File: src/rtl/stereo_ser_pkg.sv
// Shared types for the stereo serializer: output FSM states,
// underrun counter width and its saturating increment.
package stereo_ser_pkg;

  typedef enum logic [1:0] {
    ST_IDLE  = 2'd0,
    ST_LEFT  = 2'd1,
    ST_RIGHT = 2'd2
  } ser_state_e;

  localparam int unsigned UNDERRUN_CNT_W = 16;

  function automatic logic [UNDERRUN_CNT_W-1:0] sat_inc(
    input logic [UNDERRUN_CNT_W-1:0] v
  );
    return (&v) ? v : v + 1'b1;
  endfunction

endpackage

File: src/rtl/stereo_frame_buf.sv
// One-entry stereo frame buffer with full flag.
// ready_o is taken from the registered flag only.
module stereo_frame_buf
  import stereo_ser_pkg::*;
#(
  parameter int width_p = 24
) (
  input  logic                   clk_i,
  input  logic                   reset_i,
  input  logic [2*width_p-1:0]   data_i,
  input  logic                   valid_i,
  output logic                   ready_o,
  input  logic                   take_i,
  output logic [2*width_p-1:0]   frame_o,
  output logic                   full_o
);

  logic                 full_q;
  logic [2*width_p-1:0] frame_q;

  assign ready_o = !full_q;
  assign full_o  = full_q;
  assign frame_o = frame_q;

  // Capture a frame when empty; a drain empties the slot.
  always_ff @(posedge clk_i or posedge reset_i) begin
    if (reset_i) begin
      full_q  <= 1'b0;
      frame_q <= '0;
    end else if (valid_i && !full_q) begin
      full_q  <= 1'b1;
      frame_q <= data_i;
    end else if (take_i) begin
      full_q  <= 1'b0;
    end
  end

endmodule

File: src/rtl/stereo_serializer.sv
// Stereo frame to left/right word serializer.
// Optional underrun counter: define STEREO_SER_UNDERRUN_CNT_EN.
module stereo_serializer
  import stereo_ser_pkg::*;
#(
  parameter int width_p = 24
) (
  input  logic                 clk_i,
  input  logic                 reset_i,
  input  logic [2*width_p-1:0] data_i,
  input  logic                 valid_i,
  output logic                 ready_o,
  output logic [width_p-1:0]   data_o,
  output logic                 last_o,
  output logic                 valid_o,
  input  logic                 ready_i
`ifdef STEREO_SER_UNDERRUN_CNT_EN
  ,
  output logic [UNDERRUN_CNT_W-1:0] underrun_count_o
`endif
);

  logic [2*width_p-1:0] buf_frame;
  logic                 buf_full;
  logic                 take;
  ser_state_e           state_q;
  logic [width_p-1:0]   right_q;

  // Buffer drains on an IDLE pickup or a RIGHT word handoff.
  assign take = buf_full &&
                ((state_q == ST_IDLE) ||
                 ((state_q == ST_RIGHT) && ready_i));

  stereo_frame_buf #(
    .width_p (width_p)
  ) u_buf (
    .clk_i   (clk_i),
    .reset_i (reset_i),
    .data_i  (data_i),
    .valid_i (valid_i),
    .ready_o (ready_o),
    .take_i  (take),
    .frame_o (buf_frame),
    .full_o  (buf_full)
  );

  // Output FSM: left word loads straight into data_o,
  // right half is parked in right_q for the next word.
  always_ff @(posedge clk_i or posedge reset_i) begin
    if (reset_i) begin
      state_q <= ST_IDLE;
      right_q <= '0;
      data_o  <= '0;
      last_o  <= 1'b0;
      valid_o <= 1'b0;
    end else begin
      unique case (state_q)
        ST_IDLE: begin
          if (take) begin
            state_q <= ST_LEFT;
            right_q <= buf_frame[2*width_p-1:width_p];
            data_o  <= buf_frame[width_p-1:0];
            last_o  <= 1'b0;
            valid_o <= 1'b1;
          end
        end
        ST_LEFT: begin
          if (ready_i) begin
            state_q <= ST_RIGHT;
            data_o  <= right_q;
            last_o  <= 1'b1;
          end
        end
        ST_RIGHT: begin
          if (ready_i) begin
            if (take) begin
              state_q <= ST_LEFT;
              right_q <= buf_frame[2*width_p-1:width_p];
              data_o  <= buf_frame[width_p-1:0];
              last_o  <= 1'b0;
              valid_o <= 1'b1;
            end else begin
              state_q <= ST_IDLE;
              data_o  <= '0;
              last_o  <= 1'b0;
              valid_o <= 1'b0;
            end
          end
        end
        default: begin
          state_q <= ST_IDLE;
          data_o  <= '0;
          last_o  <= 1'b0;
          valid_o <= 1'b0;
        end
      endcase
    end
  end

`ifdef STEREO_SER_UNDERRUN_CNT_EN
  logic                      started_q;
  logic [UNDERRUN_CNT_W-1:0] ucnt_q;

  // Count idle cycles with a willing sink once traffic began.
  always_ff @(posedge clk_i or posedge reset_i) begin
    if (reset_i) begin
      started_q <= 1'b0;
      ucnt_q    <= '0;
    end else begin
      if (valid_o && ready_i)
        started_q <= 1'b1;
      if ((state_q == ST_IDLE) && ready_i && started_q)
        ucnt_q <= sat_inc(ucnt_q);
    end
  end

  assign underrun_count_o = ucnt_q;
`endif

endmodule

File: config.mk
export PLATFORM = sky130hd
export DESIGN_NAME = stereo_serializer
export DESIGN_NICKNAME = d
export VERILOG_FILES = /design/src/rtl/stereo_ser_pkg.sv /design/src/rtl/stereo_frame_buf.sv /design/src/rtl/stereo_serializer.sv
export SDC_FILE = /design/constraint.sdc
export NUM_CORES = 1
export LEC_CHECK = 0
export ABC_AREA = 1
export CAP_MARGIN = 25
export CORE_MARGIN = 8
export CORE_UTILIZATION = 35
export CTS_BUF_LIST = sky130_fd_sc_hd__clkbuf_8 sky130_fd_sc_hd__clkbuf_16
export CTS_CLUSTER_SIZE = 25
export DETAILED_ROUTE_END_ITERATION = 12
export PLACE_DENSITY = 0.65
export SYNTH_ARGS = -nofsm -noshare
export SYNTH_HDL_FRONTEND = slang
export SYNTH_SLANG_ARGS = --single-unit
File: constraint.sdc
create_clock -name clk_i -period 5.5 [get_ports clk_i]
set_clock_uncertainty 0.05 [all_clocks]
set_input_delay 1.65 -clock clk_i [delete_from_list [all_inputs] [get_ports clk_i]]
set_output_delay 1.65 -clock clk_i [all_outputs]
set_load 0.02 [all_outputs]
### Word level (Yosys, flattened, before mapping)

Index checks and enable logic that the tools add are counted.

| storage, ports and cells | value |
|---|---|
| input port bits | 52 |
| logic and storage cells | 46 |
| register bits | 101 |

| cells by class | value |
|---|---|
| equal/unequal tests | 5 |
| bitwise logic cells | 1 |
| reductions and logical operators | 11 |
| multiplexer cells | 22 |

Operators by type and width:

| kind | number |
|---|---|
| $mux 24 | 6 |
| $pmux 24 s3 | 1 |
| $pmux 24 s2 | 1 |
| $mux 1 | 8 |
| $mux 2 | 3 |
| $ne 2x2->1 const B | 3 |
| $pmux 1 s3 | 2 |
| $pmux 2 s3 | 1 |
| $reduce_and 3->1 | 2 |
| $reduce_bool 2->1 | 2 |
| $logic_and 1x1->1 | 3 |
| $eq 2x1->1 const B | 1 |
| $eq 2x2->1 const B | 1 |
| $logic_not 2->1 | 1 |
| $reduce_and 2->1 | 1 |
| $logic_not 1->1 | 1 |
| $logic_or 1x1->1 | 1 |
| $not 1->1 | 1 |

### Depth between registers and ports, before layout

| logic depth | value |
|---|---|
| word-level depth | 7 |
| depth in mapped cells | 9 |
| gate-level depth less buffers | 8 |

### Modules after synthesis

From an unflattened synthesis, not the netlist that was laid out.

| unflattened totals | value |
|---|---|
| cells, all modules | 521 |
| area total of the unflattened synthesis | 4,448.0 um2 |

Modules (own cells, without submodules):

| module | area each (um2) | cells an instance | sequential area each (um2) | instances |
|---|---|---|---|---|
| stereo_serializer | 2,527.4 | 309 | 1,301.2 | 1 |
| stereo_frame_buf | 1,920.6 | 212 | 1,226.2 | 1 |

### Worst setup path after synthesis

No wires, ideal clock.

| timing path | value |
|---|---|
| kind | input -> register |
| from | in ready_i |
| to | reg data_o[0] |
| slack | 3.043 ns |
| required time | 5.334 ns |
| arrival | 2.290 ns |
| stages | 9 |
| buffers on the path | 1 |
| setup time | 0.116 ns |
| path through | inv_2 -> nand2_1 -> nand2_2 -> nand2_2 -> buf_6 -> nand2_1 -> nand2_1 -> nand2_1 -> nand2_1 |

| between the ends | value |
|---|---|
| cells in the longest elaborated chain, start to end | 6 |
| elaborated cells on any way between the ends | 10 |
| those cells by class | 3 x eq/ne; 3 x mux; 4 x reduce/logical |

RTL lines:

| element | RTL line | text |
|---|---|---|
| from (decl) | stereo_serializer.sv:16 | `input logic ready_i` |
| $logic_and 1x1->1 | stereo_serializer.sv:32 | `((state_q == ST_RIGHT) && ready_i));` |
| $logic_or 1x1->1 | stereo_serializer.sv:31 | `((state_q == ST_IDLE) \|\|` |
| $logic_and 1x1->1 | stereo_serializer.sv:30 | `assign take = buf_full &&` |
| $mux 24 | stereo_serializer.sv:76 | `if (take) begin` |
| $mux 24 | stereo_serializer.sv:75 | `if (ready_i) begin` |
| $pmux 24 s3 | stereo_serializer.sv:57 | `unique case (state_q)` |
| to (signal assigned) | stereo_serializer.sv:62 | `data_o <= buf_frame[width_p-1:0];` |
| to (signal assigned) | stereo_serializer.sv:70 | `data_o <= right_q;` |
| to (signal assigned) | stereo_serializer.sv:79 | `data_o <= buf_frame[width_p-1:0];` |
| to (decl) | stereo_serializer.sv:13 | `output logic [width_p-1:0] data_o,` |

Several ways; a longest one is shown, not always the timed one. The select of a mux whose other input is x is not followed.
A chain may end at the register's enable or synchronous reset.

### Final worst setup path

| timing path | value |
|---|---|
| from | in ready_i |
| to | reg data_o[3] |

Same word-level chain as after synthesis.

==> results_tabular.tex <==
\begin{tabular}{lr}
\hline
Metric & Value \\
\hline
\multicolumn{2}{l}{\textbf{Power and ir drop}} \\
\quad Share of power burned in the clock network & 0.180 \\
\quad Internal power & 2.00 mW \\
\quad Fraction of power consumed by combinational cells & 0.418 \\
\quad Power density over the cells & about 620 mW/mm\^{}2 \\
\quad Part of the power in registers & 0.402 \\
\quad Peak supply drop & 175 uV \\
\quad Static leakage power & 2.61 nW \\
\quad Net switching component of the power & 1.27 mW \\
\quad Switching Fraction & 0.388 \\
\multicolumn{2}{l}{\textbf{Final layout}} \\
\quad Area growth syn-to-layout & 27.0\% \\
\quad Ratio of cells with drive above 1 in the final layout & 0.113 \\
\quad Most common library cell in the layout ignoring fill and taps & sky130\_fd\_sc\_hd\_\_nand2\_1 \\
\quad Top library cells by usage in the layout, fill and taps aside & 181 x sky130\_fd\_sc\_hd\_\_nand2\_1, 101 x sky130\_fd\_sc\_hd\_\_dfrtp\_1, 78 x sky130\_fd\_sc\_hd\_\_clkdlybuf4s50\_1, 27 x sky130\_fd\_sc\_hd\_\_mux2\_2, 25 x sky130\_fd\_sc\_hd\_\_inv\_1 \\
\quad Fraction of the core area covered by cells at the end of the flow & 0.448 \\
\quad Nets & 560 \\
\quad \# diodes & 0 \\
\multicolumn{2}{l}{\textbf{Synth}} \\
\quad Seq cells post-synth & 101 \\
\quad Share of the synthesized area in the top cell type & 0.606 \\
\quad Syn Area/Cell & 9.56 sq um \\
\quad Cell count after synthesis & 436 \\
\quad Number of different library cells in the post-synthesis netlist & 18 \\
\quad Portion of the post-synthesis area used by sequential elements & 0.606 \\
\quad Cell type with the highest aggregate area in the netlist & sky130\_fd\_sc\_hd\_\_dfrtp\_1 \\
\quad Dominant cells by area after synthesis & sky130\_fd\_sc\_hd\_\_dfrtp\_1 61\%, sky130\_fd\_sc\_hd\_\_nand2\_1 16\%, sky130\_fd\_sc\_hd\_\_mux2\_2 7.3\% \\
\quad Post-synthesis net count & 488 \\
\quad Syn. warnings & 0 \\
\quad Combined area of all synthesized cells & 0.00417 sq mm \\
\multicolumn{2}{l}{\textbf{STA}} \\
\quad Max-slew violation count & 0 \\
\quad Worst slew margin relative to its limit & 0.481 \\
\quad Hold Violations, Final & 0 \\
\quad Period utilisation layout & 0.640 \\
\quad Final Worst Setup Slack & 1.98 ns \\
\quad Final setup fails & 0 \\
\quad Unrepaired setup endpoints after global routing & false \\
\quad FMAX & between 200 and 300 MHz \\
\quad Minimum clock period after layout & 3.52 ns \\
\quad Worst Tran Pin Value & 0.775 ns \\
\quad Final sum of negative setup slack & 0 ns \\
\multicolumn{2}{l}{\textbf{Critical path}} \\
\quad Endpoint required time on the critical path & 5.68 ns \\
\quad Library cell appearing most often on the critical path & sky130\_fd\_sc\_hd\_\_nand2\_1 \\
\quad CP Capture Type & flop \\
\quad Critical-path top delay cell & sky130\_fd\_sc\_hd\_\_nand2\_2 \\
\quad CP max stage delay & between 0.5 and 0.6 ns \\
\quad Startpoint type of the worst setup path & primary input \\
\quad Setup Crit Path Kind & in2reg \\
\quad Critical Path Fanout Max & slightly below 50 \\
\quad Arrival time of data at the critical path endpoint & between 3 and 4 ns \\
\quad Sequence of cells on the critical path & clkdlybuf4s50\_1 > inv\_2 > nand2\_1 > nand2\_2 > nand2\_2 > nand2\_1 > nand2\_1 > nand2\_1 > nand2\_1 \\
\multicolumn{2}{l}{\textbf{Routing}} \\
\quad Antenna Nets Post-Route & 0 \\
\quad Total DRC errors in the routed layout & 0 \\
\quad Total detailed-routing wirelength & 9120 microns \\
\quad WL/cell & 13.8 microns \\
\quad Number of DRC violations after detailed-routing iteration 0 & 237 \\
\quad Mean number of vias per cell & around 4.4 \\
\quad Number of vias in the routed layout & 2,915 \\
\quad Drt first pass iters & 4 \\
\multicolumn{2}{l}{\textbf{Placement}} \\
\quad PortBufs & 78 \\
\quad Post-DP HPWL & 6450 microns \\
\quad GP Congestion & 0.773 \\
\quad Placement-stage worst setup slack & roughly 1.6 ns \\
\multicolumn{2}{l}{\textbf{Clock network}} \\
\quad Number of buffers inserted to repair setup after CTS & 0 \\
\quad CTS tree & built \\
\quad Max Root-Sink Buffers & 2 \\
\quad Number of levels the H-tree was split into & 3 \\
\quad Inserted Clock Buffers & 9 \\
\quad Clock-pin slew reported for the worst setup and hold paths after clock tree synthesis & 0.06 ns \\
\quad Insertion delay to the later sink of the worst-skew pair & 0.34 ns \\
\quad Clock net sink count & 101 \\
\quad Number of gates resized after cts & 0 \\
\quad Total of hold buffers inserted after clock tree synthesis & 0 \\
\quad Clk Tree Root Cell & sky130\_fd\_sc\_hd\_\_clkbuf\_16 \\
\multicolumn{2}{l}{\textbf{Global route}} \\
\quad Tot GR Track Use & 0.121 \\
\quad Pin count of the biggest net entering global routing & between 80 and 90 \\
\quad First-pass GRT wire length & about 15,000 microns \\
\quad GR Overflow Total & 0 \\
\quad Initial antenna violation count & 0 \\
\quad Via count of the first global-routing pass & 2,981 \\
\multicolumn{2}{l}{\textbf{Hold path}} \\
\quad Type of the tightest min-delay check & reg2reg \\
\multicolumn{2}{l}{\textbf{Die}} \\
\quad Total Die Area & around 0.016 sq mm \\
\quad Floorplan die width & 125 microns \\
\quad Row count & 40 \\
\quad Area of the core region & 0.0118 sq mm \\
\quad Die boundary height & about 130 microns \\
\quad Effective utilization at floorplan & 0.353 \\
\quad Top-Level Pins & 79 \\
\multicolumn{2}{l}{\textbf{Job}} \\
\quad Max-cap violations & 0 \\
\multicolumn{2}{l}{\textbf{Run status}} \\
\quad Run status & complete, no violations \\
\hline
\end{tabular}
[logic make-up (layout without fill, tap and decap cells)]
| logic type | after synthesis | after routing | synth area share |
|---|---|---|---|
| and+or+nand+nor | 212 | 212 | 0.197 |
| DFF | 101 | 101 | 0.606 |
| buffers and inverters | 50 | 126 | 0.0654 |
| AOI/OAI and AO/OA | 46 | 46 | 0.0579 |
| muxes | 27 | 27 | 0.0729 |
[metrics by stage]
stage / power, mW / hold WS (ns) / cell area [sq um] / std cells
2_1_floorplan: 2.32 / 0.386 / 4170 / 436
3_3_place_gp: 2.65 / 0.411 / 4990 / 643
3_5_place_dp: 2.70 / 0.414 / 4990 / 643
4_1_cts: 3.30 / 0.430 / 5270 / 658
5_1_grt: 3.53 / 0.447 / 5300 / 659
6_report: 3.26 / 0.428 / 5300 / 659
[power groups by stage]
stage          combinational (mW)  sequential (mW)  clock (mW)
4_1_cts                      1.38             1.31       0.601
3_3_place_gp                 1.34             1.31           0
6_report                     1.36             1.31       0.588
2_1_floorplan               0.945             1.38           0
3_5_place_dp                 1.37             1.32           0
5_1_grt                      1.55             1.35       0.629
[metal layers]
metal | vias up | GRT usage | wire [microns]
met1 | 1364 | 0.162 | 4540
met2 | 49 | 0.179 | 4040
li1 | 1490 | - | -
met4 | 0 | 0.0523 | 174
met5 | - | 0 | 0
met3 | 12 | 0.0314 | 368
[synthesized netlist by cell type]
library cell               number
sky130_fd_sc_hd__nand2_1      181
sky130_fd_sc_hd__dfrtp_1      101
sky130_fd_sc_hd__mux2_2        27
sky130_fd_sc_hd__inv_1         26
sky130_fd_sc_hd__nor2_1        23
sky130_fd_sc_hd__a21oi_1       21
sky130_fd_sc_hd__o21ai_0       13
sky130_fd_sc_hd__o21ai_1       11
sky130_fd_sc_hd__buf_6          9
sky130_fd_sc_hd__buf_2          5
sky130_fd_sc_hd__nand2_2        5
sky130_fd_sc_hd__inv_2          4
sky130_fd_sc_hd__buf_4          3
sky130_fd_sc_hd__clkbuf_1       3
sky130_fd_sc_hd__a21oi_4        1
sky130_fd_sc_hd__nand3_1        1
sky130_fd_sc_hd__nand3_2        1
sky130_fd_sc_hd__nor2_4         1
[registers in the layout, summed over array words and instances (netlist names)]
signal,count
state_q,2
data_o,24
u_buf.full_o,1
right_q,24
last_o,1
u_buf.frame_o,48
valid_o,1
[worst max-delay path, delay by kind of cell]
family,cells,cell delay [ns]
buffers and inverters,2,0.53
AND/OR/NAND/NOR,7,1.51
[layout make-up]
| cell class | instances | area, sq um |
|---|---|---|
| Fill cell | 1137 | 6520 |
| Sequential cell | 101 | 2530 |
| Multi-Input combinational cell | 285 | 1370 |
| Timing Repair Buffer | 81 | 823 |
| Clock buffer | 11 | 253 |
| Tap cell | 147 | 184 |
| Inverter | 30 | 115 |
| Clock inverter | 4 | 23.8 |
[worst paths after layout]
check | startpoint | end | slack [ns] | cells past startpoint
worst max register to register | u_buf.full_o | data_o[3] | 3.29 | 8
worst min register to register | data_o[15] | data_o[15] | 0.43 | 2
worst min-delay path | data_o[15] | data_o[15] | 0.43 | 2
min in group asynchronous | reset_i | data_o[11] | 1.49 | 2
worst max-delay path | ready_i | data_o[3] | 1.98 | 9
max in group asynchronous | reset_i | right_q[14] | 3.03 | 4
No activity file was read; power rests on OpenSTA's default activity.
